### src/rtl/add_share_arb.sv
// I/Q integrate-and-dump with one adder shared between channels by a
// round-robin arbiter; sums are handed out through a valid/ready dump port.
//
// Ports:
//   clk, rst           clock, asynchronous active-high reset
//   en                 enables accumulation (low = no grants)
//   i_valid/i_data     I sample offer, i_ready = I grant (combinational)
//   q_valid/q_data     Q sample offer, q_ready = Q grant (combinational)
//   dump_i/dump_q      final period sums (registered)
//   dump_valid         dump handshake valid (registered)
//   dump_ready         consumer accepts the dump
module add_share_arb #(
    parameter int SIZE     = 8,
    parameter int DUMP_LEN = 4
) (
    input  logic                   clk,
    input  logic                   rst,
    input  logic                   en,
    input  logic                   i_valid,
    input  logic signed [SIZE-1:0] i_data,
    output logic                   i_ready,
    input  logic                   q_valid,
    input  logic signed [SIZE-1:0] q_data,
    output logic                   q_ready,
    output logic signed [SIZE-1:0] dump_i,
    output logic signed [SIZE-1:0] dump_q,
    output logic                   dump_valid,
    input  logic                   dump_ready
);

    localparam int CW = $clog2(DUMP_LEN + 1);
    localparam logic [CW-1:0] CNT_MAX = CW'(DUMP_LEN);
    localparam logic [CW-1:0] CNT_ONE = CW'(1);

    typedef enum logic [1:0] {
        IDLE = 2'd0,
        ACC  = 2'd1,
        DUMP = 2'd2
    } state_t;

    state_t state_q, state_d;

    logic signed [SIZE-1:0] acc_i_q, acc_i_d;
    logic signed [SIZE-1:0] acc_q_q, acc_q_d;
    logic [CW-1:0]          cnt_i_q, cnt_i_d;
    logic [CW-1:0]          cnt_q_q, cnt_q_d;
    // 1 = Q was granted last, so I wins the next tie
    logic                   last_q, last_d;
    logic signed [SIZE-1:0] dump_i_q, dump_i_d;
    logic signed [SIZE-1:0] dump_q_q, dump_q_d;
    logic                   dump_valid_q, dump_valid_d;

    logic elig_i, elig_q;
    logic gnt_i, gnt_q;

    logic signed [SIZE-1:0] add_a, add_b, sum;

    // Arbitration
    assign elig_i = i_valid && (cnt_i_q < CNT_MAX) && (state_q == ACC) && en;
    assign elig_q = q_valid && (cnt_q_q < CNT_MAX) && (state_q == ACC) && en;

    // On a tie the channel not served last goes first
    assign gnt_i = elig_i && (!elig_q || last_q);
    assign gnt_q = elig_q && (!elig_i || !last_q);

    assign i_ready = gnt_i;
    assign q_ready = gnt_q;

    // The one shared adder: operands steered by the grant, carry dropped
    assign add_a = gnt_q ? acc_q_q : acc_i_q;
    assign add_b = gnt_q ? q_data  : i_data;
    assign sum   = add_a + add_b;

    always_comb begin
        state_d      = state_q;
        acc_i_d      = acc_i_q;
        acc_q_d      = acc_q_q;
        cnt_i_d      = cnt_i_q;
        cnt_q_d      = cnt_q_q;
        last_d       = last_q;
        dump_i_d     = dump_i_q;
        dump_q_d     = dump_q_q;
        dump_valid_d = dump_valid_q;

        unique case (state_q)
            IDLE: begin
                if (en) begin
                    state_d = ACC;
                end
            end
            ACC: begin
                if (!en) begin
                    // partial sums and counters are kept for resumption
                    state_d = IDLE;
                end else begin
                    if (gnt_i) begin
                        acc_i_d = sum;
                        cnt_i_d = cnt_i_q + CNT_ONE;
                        last_d  = 1'b0;
                    end
                    if (gnt_q) begin
                        acc_q_d = sum;
                        cnt_q_d = cnt_q_q + CNT_ONE;
                        last_d  = 1'b1;
                    end
                    // dump captures the sums including this edge's sample
                    if (cnt_i_d == CNT_MAX && cnt_q_d == CNT_MAX) begin
                        state_d      = DUMP;
                        dump_valid_d = 1'b1;
                        dump_i_d     = acc_i_d;
                        dump_q_d     = acc_q_d;
                    end
                end
            end
            DUMP: begin
                if (dump_valid_q && dump_ready) begin
                    dump_valid_d = 1'b0;
                    acc_i_d      = '0;
                    acc_q_d      = '0;
                    cnt_i_d      = '0;
                    cnt_q_d      = '0;
                    state_d      = en ? ACC : IDLE;
                end
            end
            default: begin
                state_d = IDLE;
            end
        endcase
    end

    always_ff @(posedge clk or posedge rst) begin
        if (rst) begin
            state_q      <= IDLE;
            acc_i_q      <= '0;
            acc_q_q      <= '0;
            cnt_i_q      <= '0;
            cnt_q_q      <= '0;
            last_q       <= 1'b1;
            dump_i_q     <= '0;
            dump_q_q     <= '0;
            dump_valid_q <= 1'b0;
        end else begin
            state_q      <= state_d;
            acc_i_q      <= acc_i_d;
            acc_q_q      <= acc_q_d;
            cnt_i_q      <= cnt_i_d;
            cnt_q_q      <= cnt_q_d;
            last_q       <= last_d;
            dump_i_q     <= dump_i_d;
            dump_q_q     <= dump_q_d;
            dump_valid_q <= dump_valid_d;
        end
    end

    assign dump_i     = dump_i_q;
    assign dump_q     = dump_q_q;
    assign dump_valid = dump_valid_q;

endmodule
### config.mk
export PLATFORM = sky130hd
export DESIGN_NAME = add_share_arb
export DESIGN_NICKNAME = d
export VERILOG_FILES = /design/src/rtl/add_share_arb.sv
export SDC_FILE = /design/constraint.sdc
export NUM_CORES = 1
export LEC_CHECK = 0
export BUFFER_PORTS_ARGS = -buffer_cell sky130_fd_sc_hd__buf_2
export CORE_MARGIN = 4
export CORE_UTILIZATION = 50
export CTS_CLUSTER_DIAMETER = 50
export DETAILED_ROUTE_END_ITERATION = 10
export PLACE_DENSITY = 0.78
export SLEW_MARGIN = 20
export SYNTH_ARGS = -nofsm -noshare
export SYNTH_HDL_FRONTEND = slang
export SYNTH_SLANG_ARGS = --single-unit
export TNS_END_PERCENT = 50
### constraint.sdc
create_clock -name clk -period 4 [get_ports clk]
set_input_delay 1.2 -clock clk [delete_from_list [all_inputs] [get_ports clk]]
set_output_delay 1.2 -clock clk [all_outputs]
set_load 0.01 [all_outputs]
After elaboration in Yosys (flattened, before gate mapping):

Cells that the tools add are included.
W data, S select, Z words.

* latch bits: 0
* bits in registers: 42
* memories kept: 0
* memory bits (read-only): 0
* output and inout port bits: 19
* bits in writable memories: 0
* logic and storage cells: 78

* eq/ne operators: 9
* $mul: 0
* reduce and logical (&&, ||, !) cells: 23
* add/subtract/negate cells: 3
* $lt $le $gt $ge: 2
* div/mod/pow operators: 0
* shift-type cells: 0
* multiplexer cells: 32
* bitwise operators: 0

Operator list (number)
* $mux W8: 7
* $pmux W8 S2: 2
* $mux W3: 9
* $pmux W3 S2: 2
* $reduce_and A3 Y1: 4
* $logic_and A1 B1 Y1: 10
* $add A8 B8 Y8: 1
* $mux W2: 4
* $add A3 B1 Y3 const B: 2
* $eq A3 B3 Y1 const B: 2
* $lt A3 B3 Y1 const B: 2
* $mux W1: 6
* $ne A2 B2 Y1 const B: 3
* $pmux W2 S3: 1
* $reduce_and A4 Y1: 1
* $reduce_bool A2 Y1: 2
* $logic_not A1 Y1: 3
* $ne A3 B2 Y1 const B: 1
* $eq A2 B1 Y1 const B: 1
* $eq A2 B2 Y1 const B: 1
* $logic_not A2 Y1: 1
* $logic_or A1 B1 Y1: 2
* $ne A2 B1 Y1 const B: 1
* $pmux W1 S2: 1

Depth between registers and ports, before layout:

Gate-level depths: netlist of run 1.

* word-level depth: 15
* mapped depth: 16

Worst setup path before layout of run 1:

Ideal clock, no wire load.

* path kind: input -> register
* start: in en
* end: reg dump_i_q[6], in the netlist dump_i[6]
* arrival: 3961 ps
* stages: 16
* path buffers: 3
* setup time: 125 ps
* path slack: -85 ps
* data required time: 3875 ps
* path through: and3b_1 -> buf_2 -> nand3_1 -> inv_1 -> buf_2 -> buf_1 -> nand2_1 -> nand2_1 -> ha_1 -> fa_1 -> a211oi_1 -> o21bai_1 -> a21oi_1 -> xnor2_1 -> mux2_2 -> mux2_2

* word-level cells in the longest chain between the ends: 10

Ends and longest elaborated chain
* start, declared: line 18 `input logic en,`
* $logic_and A1 B1 Y1: line 59 `assign elig_i = i_valid && (cnt_i_q < CNT_MAX) && (state_q == ACC) && en;`
* $logic_not A1 Y1: line 64 `assign gnt_q = elig_q && (!elig_i || !last_q);`
* $logic_or A1 B1 Y1: line 64
* $logic_and A1 B1 Y1 *: line 64
* named net q_ready: line 24 `output logic q_ready,`
* branches (longest 6 deep; another with $add A8 B8 Y8)
* end signal, assigned: line 149 `dump_i_q <= dump_i_d;`
* end, declared: line 49 `logic signed [SIZE-1:0] dump_i_q, dump_i_d;`

Mark *: on every way through the listed nets, which the timed path passes. The select of a mux whose other input is x is not followed.
A chain may end at the register's enable or synchronous reset.

Worst setup path after layout of run 1:

* start: in q_valid
* end: reg dump_i_q[6], in the netlist dump_i[6]

* word-level cells in the longest chain between the ends: 12

Ends and longest elaborated chain
* start, declared: line 22 `input logic q_valid,`
* $logic_and A1 B1 Y1 * (3 in a row): line 60 `assign elig_q = q_valid && (cnt_q_q < CNT_MAX) && (state_q == ACC) && en;`
* $logic_not A1 Y1: line 63 `assign gnt_i = elig_i && (!elig_q || last_q);`
* $logic_or A1 B1 Y1: line 63
* $logic_and A1 B1 Y1: line 63
* $mux W3: line 96 `if (gnt_i) begin`
* $mux W3: line 92 `if (!en) begin`
* $mux W3: line 85 `unique case (state_q)`
* $eq A3 B3 Y1: line 107 `if (cnt_i_d == CNT_MAX && cnt_q_d == CNT_MAX) begin`
* $logic_and A1 B1 Y1: line 107
* $reduce_and A3 Y1 (no line)

Mark *: on every way between the ends. The rest lies on a longest branch, timed or not. The select of a mux whose other input is x is not followed.

==> run_results.csv, run 1 <==
group,metric,value,unit
synthesis,synth_cell_types,45,
placed_design,place_ws,93.6,ps
synthesis,netlist_instances,257,
worst_setup_path,rr_worst_depth,12,
power,power.density,618,nW/µm²
detailed_routing,drc,0,
floorplan,std_cell_rows,24,
synthesis,synth_seq_cells,42,
placed_design,gp_congestion,0.893,
cts,clkTransAtPathRegs,80,ps
layout,syn_to_final_growth,15.7,%
cts,insertion_delay,290,ps
sta,maxSlewHeadroom,53.5,%
floorplan,io_pins,41,
cts,cts_setup_buffers,0,
synthesis,syn_avg_cell_area,9.22,µm²
worst_setup_path,crit_fanout,18,
synthesis,synth-seq-area-share,44.4,%
global_routing,grt_overflow,0,
cts,cts_resized,0,
sta,fin_worst_skew,8.25,ps
layout,final_nets,335,
sta,worst_slack,393,ps
cts,root_buffer,"clkbuf_8",
sta,tightest_slew,695,ps
sta,setup_viol,0,
layout,final_cell_mix,"nand2_1, dfrtp_1, buf_2",
cts,tritoncts,"done",
synthesis,async_flop_share,100,%
floorplan,fp.dieH,76.8,µm
placed_design,portBuffers,40,
sta,fmax,277,MHz
layout,mostFrequentLayoutCell,"nand2_1",
global_routing,gr-usage-all-layers,19.2,%
min_path,holdCritPathClass,"register to register",
worst_setup_path,cp-end-kind,"register",
power,finalPower,1700,µW
outcome,outcome,"finished, final reports clean",
sta,hold_ws,473,ps
floorplan,die_w,76.8,µm
synthesis,synth_nets,289,
detailed_routing,drt_iter0_drc,160,
detailed_routing,totalWireLength,5370,µm
cts,htree_levels,2,
cts,cts_buffers,5,
global_routing,antenna_found_initial,0,
detailed_routing,first_pass_iters,4,
worst_setup_path,arrival,3790,ps
floorplan,initial_utilization,53.0,%
sta,finalMaxSlewViolations,0,
detailed_routing,ant_nets,0,
floorplan,die-area,5910,µm²
worst_setup_path,worst_ep_required_time,4180,ps
layout,drive_gt1_share,24.0,%
sta,period_minus_slack,3610,ps
worst_setup_path,start_kind,"input pin",
cts,cts_hold_buf,0,
detailed_routing,route.detailed.wl_per_inst,15.1,µm
power,peakVddDrop,0.263,mV
min_path,holdPathStages,2,
detailed_routing,vias,1956,
global_routing,grt_max_degree,34,
power,p_leak,0.00143,µW
placed_design,hpwl,4020,µm
global_routing,grt_pass1_vias,1928,
placed_design,dp.cells,348,
synthesis,synthFlopType,"dfrtp_1",
sta,hold_viol,0,
synthesis,yosys_warnings,0,
floorplan,placeableCoreArea,4470,µm²
flow_run,maxCapViolations,0,
cts,clock_path_buffers,2,
sta,tns,0,ps
sta,rsz0062_at_grt,"false",
synthesis,synth_area,2370,µm²
sta,fin_crit_sh,90.2,%
synthesis,synth-edff-count,0,
layout,antenna_cells,0,
detailed_routing,vias_per_cell,5.49,
layout,final_cells,356,
worst_setup_path,critPathKind,"input pin to register",
global_routing,grt_pass1_wl,9140,µm
cts,cts.sinks,42,
## synthesized netlist by cell type (all sizes together) (2+ instances only)
master,instances,area [µm²]
clkbuf,3,11.3
nor2,9,33.8
a211oi,2,15.0
a21o,7,52.6
mux2,3,33.8
nand2,71,267
a31oi,2,12.5
mux2i,9,90.1
o21bai,2,15.0
a22o,11,96.3
buf,7,48.8
inv,5,18.8
o21ai,22,129
ha,9,113
nor2b,4,25.0
dfrtp,41,1030
nand3,10,67.6
xnor2,6,52.6
a21oi,14,73.8
nand3b,3,22.5
## layer usage
layer	vias up	GRT usage (%)	share of wire, %
li1	994	-	-
met1	902	26.0	46
met2	55	31.7	47
met3	5	2.93	5.8
met4	0	5.98	1.0
met5	-	0	0
## cells by family (layout without fill, tap and decap cells)
logic type,Yosys count,in the layout,synth area share (%)
AO/OA/AOI/OAI,65,65,18.4
XOR/XNOR,7,7,2.59
adder cells (fa/ha/maj),10,10,5.60
buffers and inverters,15,62,3.33
flip-flops,42,42,44.4
multiplexers,12,12,5.23
AND/OR/NAND/NOR,106,106,20.5
## worst paths after layout
path | startpoint | to | slack (ps)
min in group asynchronous | rst | dump_i[6]$_DFFE_PP0P_ | 970
max in group asynchronous | rst | last_q$_DFFE_PP1P_ | 2380
min | dump_q[5]$_DFFE_PP0P_ | dump_q[5]$_DFFE_PP0P_ | 470
max reg2reg | state_q[1]$_DFFE_PP0P_ | dump_i[6]$_DFFE_PP0P_ | 900
max | q_valid | dump_i[6]$_DFFE_PP0P_ | 390
min reg2reg | dump_q[5]$_DFFE_PP0P_ | dump_q[5]$_DFFE_PP0P_ | 470
## registers in the layout, summed over array words and instances, names as in the netlist
signal / count
acc_i_q: 8
acc_q_q: 8
dump_i: 8
dump_q: 8
cnt_i_q: 3
cnt_q_q: 3
state_q: 2
dump_valid: 1
last_q: 1
## through the flow
stage                     utilization (%)  cell area, µm²
final                                61.3            2740
after global routing                 61.3            2740
after CTS                            61.3            2740
after detailed placement             59.2            2650
after global placement               59.2            2650
after floorplan                         -            2380
## layout make-up
cell class	count	area, µm²
fill	403	1730
multi-input combinational	200	1240
sequential	42	1050
timing repair buffer	49	268
clock buffer	6	82.6
tap	52	65.1
inverter	5	18.8
clock inverter	2	12.5
## worst max-delay path, cell delays in order
cell and delay, ps:
buf_2 90, nor2b_1 190, nand3_2 180, buf_4 250, nand2_1 90, nand2_1 100
fa_1 490, a211oi_1 240, o21bai_1 100, a21oi_1 180, xnor2_1 130, mux2_2 290
mux2_2 250
## power by group
| part | leakage (µW) | switching [µW] | total (µW) | internal, µW |
|---|---|---|---|---|
| clock network | 0.0000472 | 148 | 286 | 139 |
| registers | 0.000539 | 111 | 679 | 568 |
| logic | 0.000845 | 402 | 730 | 328 |
| total | 0.00143 | 661 | 1700 | 1030 |
No activity file was read; power rests on OpenSTA's default activity.
==> inputs of run 2 (changes only) <==
--- a/config.mk
+++ b/config.mk
@@ -5,12 +5,13 @@
 export SDC_FILE = /design/constraint.sdc
 export NUM_CORES = 1
 export LEC_CHECK = 0
+export ABC_AREA = 1
 export BUFFER_PORTS_ARGS = -buffer_cell sky130_fd_sc_hd__buf_2
 export CORE_MARGIN = 4
-export CORE_UTILIZATION = 50
+export CORE_UTILIZATION = 55
 export CTS_CLUSTER_DIAMETER = 50
 export DETAILED_ROUTE_END_ITERATION = 10
-export PLACE_DENSITY = 0.78
+export PLACE_DENSITY = 0.84
 export SLEW_MARGIN = 20
 export SYNTH_ARGS = -nofsm -noshare
 export SYNTH_HDL_FRONTEND = slang
==> run 2 against run 1 <==
Sequential cell count unchanged. Largest power group unchanged. Routed wire length up 16%. Clock power increased by 18%. Highest routed layer unchanged. Critical endpoint is now i_ready.
==> run_results.csv, run 2 <==
group,metric,value,unit
worst_setup_path,critPathKind,"input pin to primary output",
layout,mostFrequentLayoutCell,"nand2_1",
synthesis,netlist_instances,349,
outcome,outcome,"finished, final reports clean",
worst_setup_path,r2r-end,"dump_i[4]$_DFFE_PP0P_",
sta,maxSlewHeadroom,59.9,%
detailed_routing,first_pass_iters,4,
synthesis,synthFlopType,"dfrtp_1",
synthesis,syn_avg_cell_area,7.43,µm²
cts,cts.sinks,42,
global_routing,gr-usage-all-layers,22.6,%
placed_design,portBuffers,40,
global_routing,grt_pass1_vias,2466,
cts,clkTransAtPathRegs,90,ps
power,peakVddDrop,0.458,mV
layout,drive_gt1_share,17.0,%
sta,tns,0,ps
global_routing,antenna_found_initial,0,
global_routing,grt_pass1_wl,10900,µm
synthesis,async_flop_share,100,%
synthesis,synth_top_family_by_area,"simple AND/OR/NAND/NOR gates",
synthesis,synth_cell_types,32,
detailed_routing,vias_per_cell,5.57,
worst_setup_path,crit_end,"i_ready",
worst_setup_path,startpoint,"en",
synthesis,yosysMostFrequentCell,"nand2_1",
layout,final_cell_mix,"nand2_1, dfrtp_1, buf_2",
cts,cts_hold_buf,0,
layout,final_nets,420,
synthesis,synthMuxAreaShare,0,%
sta,hold_viol,0,
global_routing,grt_max_degree,43,
layout,final_cells,441,
floorplan,std_cell_rows,24,
floorplan,io_pins,41,
detailed_routing,route.detailed.wl_per_inst,14.2,µm
detailed_routing,drt_iter0_drc,174,
cts,root_buffer,"clkbuf_8",
synthesis,synthAdderAreaFrac,5.11,%
synthesis,synth-compound-area-share,9.12,%
sta,rsz0062_at_grt,"false",
layout,syn_to_final_growth,13.0,%
worst_setup_path,cp-end-kind,"primary output",
cts,tritoncts,"done",
sta,period_minus_slack,3510,ps
detailed_routing,totalWireLength,6250,µm
cts,insertion_delay,300,ps
floorplan,initial_utilization,58.4,%
cts,clock_path_buffers,2,
synthesis,synth-seq-area-share,40.6,%
sta,fin_worst_skew,10.1,ps
global_routing,grt_overflow,0,
layout,fill_cells,400,
sta,fin_crit_sh,87.8,%
sta,fmax,285,MHz
synthesis,synth-edff-count,0,
sta,tightest_slew,600,ps
placed_design,dpl_cell_area,2820,µm²
placed_design,gp_congestion,0.863,
power,p_leak,0.00168,µW
placed_design,dp.cells,433,
detailed_routing,vias,2458,
worst_setup_path,start_kind,"input pin",
power,power.density,644,nW/µm²
synthesis,synth_nets,381,
layout,final_area,2930,µm²
cts,cts_setup_buffers,0,
placed_design,hpwl,4540,µm
detailed_routing,ant_nets,0,
cts,cts_resized,0,
synthesis,yosys-top-cells-count,"nand2_1, dfrtp_1, inv_1",
synthesis,synth_seq_cells,42,
sta,hold_ws,477,ps
floorplan,placeableCoreArea,4440,µm²
synthesis,synth_top_cell_area_share,39.6,%
worst_setup_path,crit_fanout,21,
worst_setup_path,worst_ep_required_time,2800,ps
flow_run,maxCapViolations,0,
worst_setup_path,rr_worst_depth,12,
synthesis,synth_top_cell_by_area,"dfrtp_1",
detailed_routing,drc,0,
worst_setup_path,reg2reg_from,"last_q$_DFFE_PP1P_",
worst_setup_path,arrival,2310,ps
sta,finalMaxSlewViolations,0,
layout,antenna_cells,0,
worst_setup_path,rrSetupSlack,1150,ps
floorplan,die_w,76.7,µm
floorplan,fp.dieH,76.7,µm
synthesis,yosys.area_share.simple,34.6,%
synthesis,synth_xor_area_share,1.69,%
synthesis,netlist_top_cells_area,"dfrtp_1, nand2_1, nand3_1",
floorplan,die-area,5880,µm²
synthesis,synth_area,2590,µm²
cts,htree_levels,2,
cts,cts_buffers,5,
sta,setup_viol,0,
synthesis,yosys_warnings,0,
min_path,holdCritPathClass,"register to register",
[run 2: cell types whose count changed in the layout (fill, tap and decap cells not counted), sizes merged, moves of 6 or more]
| cell | previous run | this run |
|---|---|---|
| nand2 | 71 | 137 |
| inv | 5 | 40 |
| nand3 | 10 | 38 |
| o22ai | 1 | 13 |
| a22o | 11 | 0 |
| a21oi | 14 | 4 |
| mux2i | 9 | 0 |
| a21o | 7 | 0 |
| nand3b | 3 | 9 |
[run 2: worst max-delay path: stages]
cell and delay [ps]:
buf_2 130, nand3_4 100, buf_4 280, nor2_4 80, nand2_4 180, clkinv_2 160
buf_2 170
[run 2: per-layer routing]
layer,GRT usage [%],part of all wire [%]
met5,0,0
met4,6.34,1.6
met3,4.10,5.3
met2,41.2,52
met1,27.1,41
[run 2: how the worst min path moves through the flow]
stage | slack (ps) | cells after the start | from | endpoint
global placement | 460 | 2 | dump_i[1]$_DFFE_PP0P_ | dump_i[1]$_DFFE_PP0P_
floorplan | 480 | 2 | last_q$_DFFE_PP1P_ | last_q$_DFFE_PP1P_
CTS | 480 | 2 | dump_q[7]$_DFFE_PP0P_ | dump_q[7]$_DFFE_PP0P_
detailed placement | 460 | 2 | dump_q[7]$_DFFE_PP0P_ | dump_q[7]$_DFFE_PP0P_
global route | 500 | 2 | dump_q[7]$_DFFE_PP0P_ | dump_q[7]$_DFFE_PP0P_
finish | 480 | 2 | dump_i[5]$_DFFE_PP0P_ | dump_i[5]$_DFFE_PP0P_
[run 2: where the power goes]
part | leakage (µW) | switching, µW | total [µW] | internal (µW)
Clock | 0.0000579 | 154 | 338 | 184
Combinational | 0.00106 | 560 | 884 | 323
Sequential | 0.000554 | 96.8 | 667 | 570
Total | 0.00168 | 811 | 1890 | 1080
[run 2: area by class of cell]
class / count / area [µm²] / share of cell area (%)
clock buffer: 5 / 68.8 / 2.35
clock inverter: 3 / 40.0 / 1.37
inverter: 41 / 155 / 5.29
multi-input combinational: 253 / 1310 / 44.7
sequential: 42 / 1050 / 35.9
tap: 52 / 65.1 / 2.22
timing repair buffer: 45 / 238 / 8.11
[run 2: metrics by stage]
stage | utilization, % | power, µW | worst slack [ps]
floorplan | - | 1310 | 501
global placement | 63.5 | 1520 | 481
detailed placement | 63.5 | 1550 | 423
CTS | 65.9 | 1880 | 517
global route | 65.9 | 2040 | 415
finish | 65.9 | 1890 | 487
[run 2: logic make-up after synthesis]
logic type	count (synthesis)
AOI/OAI and AO/OA	42
xor gates and xnor gates	5
adders and majority gates	10
buffers and inverters	54
DFF	42
and+or+nand+nor	196
==> inputs of run 3 (changes only) <==
--- a/config.mk
+++ b/config.mk
@@ -7,6 +7,7 @@
 export LEC_CHECK = 0
 export ABC_AREA = 1
 export BUFFER_PORTS_ARGS = -buffer_cell sky130_fd_sc_hd__buf_2
+export CORE_ASPECT_RATIO = 0.6
 export CORE_MARGIN = 4
 export CORE_UTILIZATION = 55
 export CTS_CLUSTER_DIAMETER = 50
==> run 3 against run 2 <==
Routed wire length increased by 4.7%. Worst setup slack got worse by 16 ps. Fmax down 0.46%. Combinational power rose by 2%. Clock power up 4%. Sequential share of layout area fell by 0.30 points. Non-clock buffer count grew 1. Worst hold slack gained 5.5 ps.
==> run_results.csv, run 3 (same netlist as run 2, synthesis figures left out) <==
group,metric,value,unit
outcome,outcome,"finished, final reports clean",
global_routing,grt_overflow,0,
worst_setup_path,worst_ep_required_time,4210,ps
layout,utilization,64.7,%
worst_setup_path,cp-end-kind,"register",
worst_setup_path,startpoint,"i_valid",
detailed_routing,route.detailed.wl_per_inst,14.5,µm
worst_setup_path,rrSetupSlack,910,ps
sta,setup_viol,0,
sta,tns,0,ps
detailed_routing,first_pass_iters,5,
cts,cts_setup_buffers,0,
worst_setup_path,crit_end,"dump_i[4]$_DFFE_PP0P_",
worst_setup_path,cpMostUsedCell,"nand3_1",
worst_setup_path,critPathKind,"input pin to register",
layout,final_cell_mix,"nand2_1, dfrtp_1, buf_2",
layout,antenna_cells,0,
cts,tritoncts,"done",
cts,insertion_delay,310,ps
worst_setup_path,path_depth,13,
layout,final_nets,421,
worst_setup_path,cpLargestDelayFamily,"simple AND/OR/NAND/NOR gates",
floorplan,die_w,96.7,µm
floorplan,die-area,5910,µm²
floorplan,placeableCoreArea,4560,µm²
power,p_leak,0.00168,µW
worst_setup_path,rr_worst_depth,12,
worst_setup_path,reg2reg_from,"last_q$_DFFE_PP1P_",
sta,finalMaxSlewViolations,0,
floorplan,std_cell_rows,19,
power,peakVddDrop,0.382,mV
cts,clock_path_buffers,2,
sta,fin_worst_skew,7.73,ps
worst_setup_path,r2r-end,"dump_i[4]$_DFFE_PP0P_",
cts,cts_resized,0,
detailed_routing,vias_per_cell,5.42,
sta,period_minus_slack,3530,ps
layout,drive_gt1_share,17.2,%
worst_setup_path,arrival,3740,ps
worst_setup_path,worstPathCellList,"buf_2 -> nand3_1 -> nand2_1 -> buf_4 -> o21ai_0 -> ha_1 -> fa_1 -> nand3_1 -> nand3_1 -> xor2_1 -> o21ai_0 -> nand3b_1 -> nand2_1",
sta,tightest_slew,608,ps
cts,root_buffer,"clkbuf_8",
layout,mostFrequentLayoutCell,"nand2_1",
global_routing,grt_pass1_wl,10800,µm
detailed_routing,drt_iter0_drc,211,
worst_setup_path,start_kind,"input pin",
cts,cts_hold_buf,0,
sta,fmax,283,MHz
floorplan,fp.dieH,61.2,µm
layout,syn_to_final_growth,13.9,%
global_routing,gr-usage-all-layers,23.4,%
cts,htree_levels,2,
floorplan,initial_utilization,56.8,%
detailed_routing,vias,2453,
global_routing,grt_max_degree,43,
cts,cts.sinks,42,
detailed_routing,drc,0,
global_routing,antenna_found_initial,0,
worst_setup_path,crit_fanout,13,
detailed_routing,ant_nets,0,
global_routing,grt_pass1_vias,2182,
layout,final_area,2960,µm²
floorplan,io_pins,41,
placed_design,hpwl,4860,µm
placed_design,gp_congestion,0.933,
sta,fin_crit_sh,88.2,%
sta,rsz0062_at_grt,"false",
min_path,holdCritPathClass,"register to register",
placed_design,dpl_cell_area,2840,µm²
cts,clkTransAtPathRegs,90,ps
worst_setup_path,critPathSlowestCell,"fa_1",
sta,maxSlewHeadroom,59.3,%
sta,hold_viol,0,
detailed_routing,totalWireLength,6550,µm
worst_setup_path,slowest_delay,440,ps
placed_design,portBuffers,40,
worst_setup_path,crit_buf_inv,2,
flow_run,maxCapViolations,0,
cts,cts_buffers,5,
power,power.density,650,nW/µm²
==> run 3: changes by cell type in the layout (fill, tap and decap cells not counted), sizes merged <==
cell    previous run  this run
clkinv             3         2
buf               45        46
inv               40        41
==> run 3: routing by layer <==
layer	track usage, %	wire (µm)	vias to the layer above
li1	-	-	1202
met1	34.8	3080	1113
met2	33.4	2760	129
met3	7.69	656	9
met4	5.20	53	0
met5	0	0	-
==> run 3: layout make-up <==
class | count | area, µm²
Sequential cell | 42 | 1050
Timing Repair Buffer | 46 | 245
Fill cell | 407 | 1610
Tap cell | 63 | 78.8
Inverter | 41 | 155
Clock buffer | 5 | 68.8
Clock inverter | 3 | 43.8
Multi-Input combinational cell | 253 | 1310
==> run 3: tightest hold or removal path, delay by kind of cell, from the launching register on <==
family / cells / cell delay (ps)
AND/OR/NAND/NOR: 2 / 100
flip-flops: 1 / 350
==> run 3: worst min-delay path by stage <==
stage                          startpoint               endpoint  slack (ps)  cells after the start
global route        dump_q[6]$_DFFE_PP0P_  dump_q[6]$_DFFE_PP0P_         490                      2
finish              dump_q[6]$_DFFE_PP0P_  dump_q[6]$_DFFE_PP0P_         480                      2
floorplan              last_q$_DFFE_PP1P_     last_q$_DFFE_PP1P_         480                      2
detailed placement  dump_q[6]$_DFFE_PP0P_  dump_q[6]$_DFFE_PP0P_         460                      2
global placement    dump_i[5]$_DFFE_PP0P_  dump_i[5]$_DFFE_PP0P_         460                      2
CTS                 dump_q[6]$_DFFE_PP0P_  dump_q[6]$_DFFE_PP0P_         480                      2
==> run 3: metrics by stage <==
step	setup slack (ps)	total power (µW)	std cells	hold WS [ps]
2_1_floorplan	501	1310	349	483
3_3_place_gp	344	1530	445	459
3_5_place_dp	185	1560	445	461
4_1_cts	514	1910	453	484
5_1_grt	251	2070	453	495
6_report	471	1920	453	482
==> run 3: report_power, final <==
group          switching [µW]  internal, µW  leakage, µW
combinational             574           325      0.00107
clock                     165           187    0.0000585
sequential                101           570     0.000554
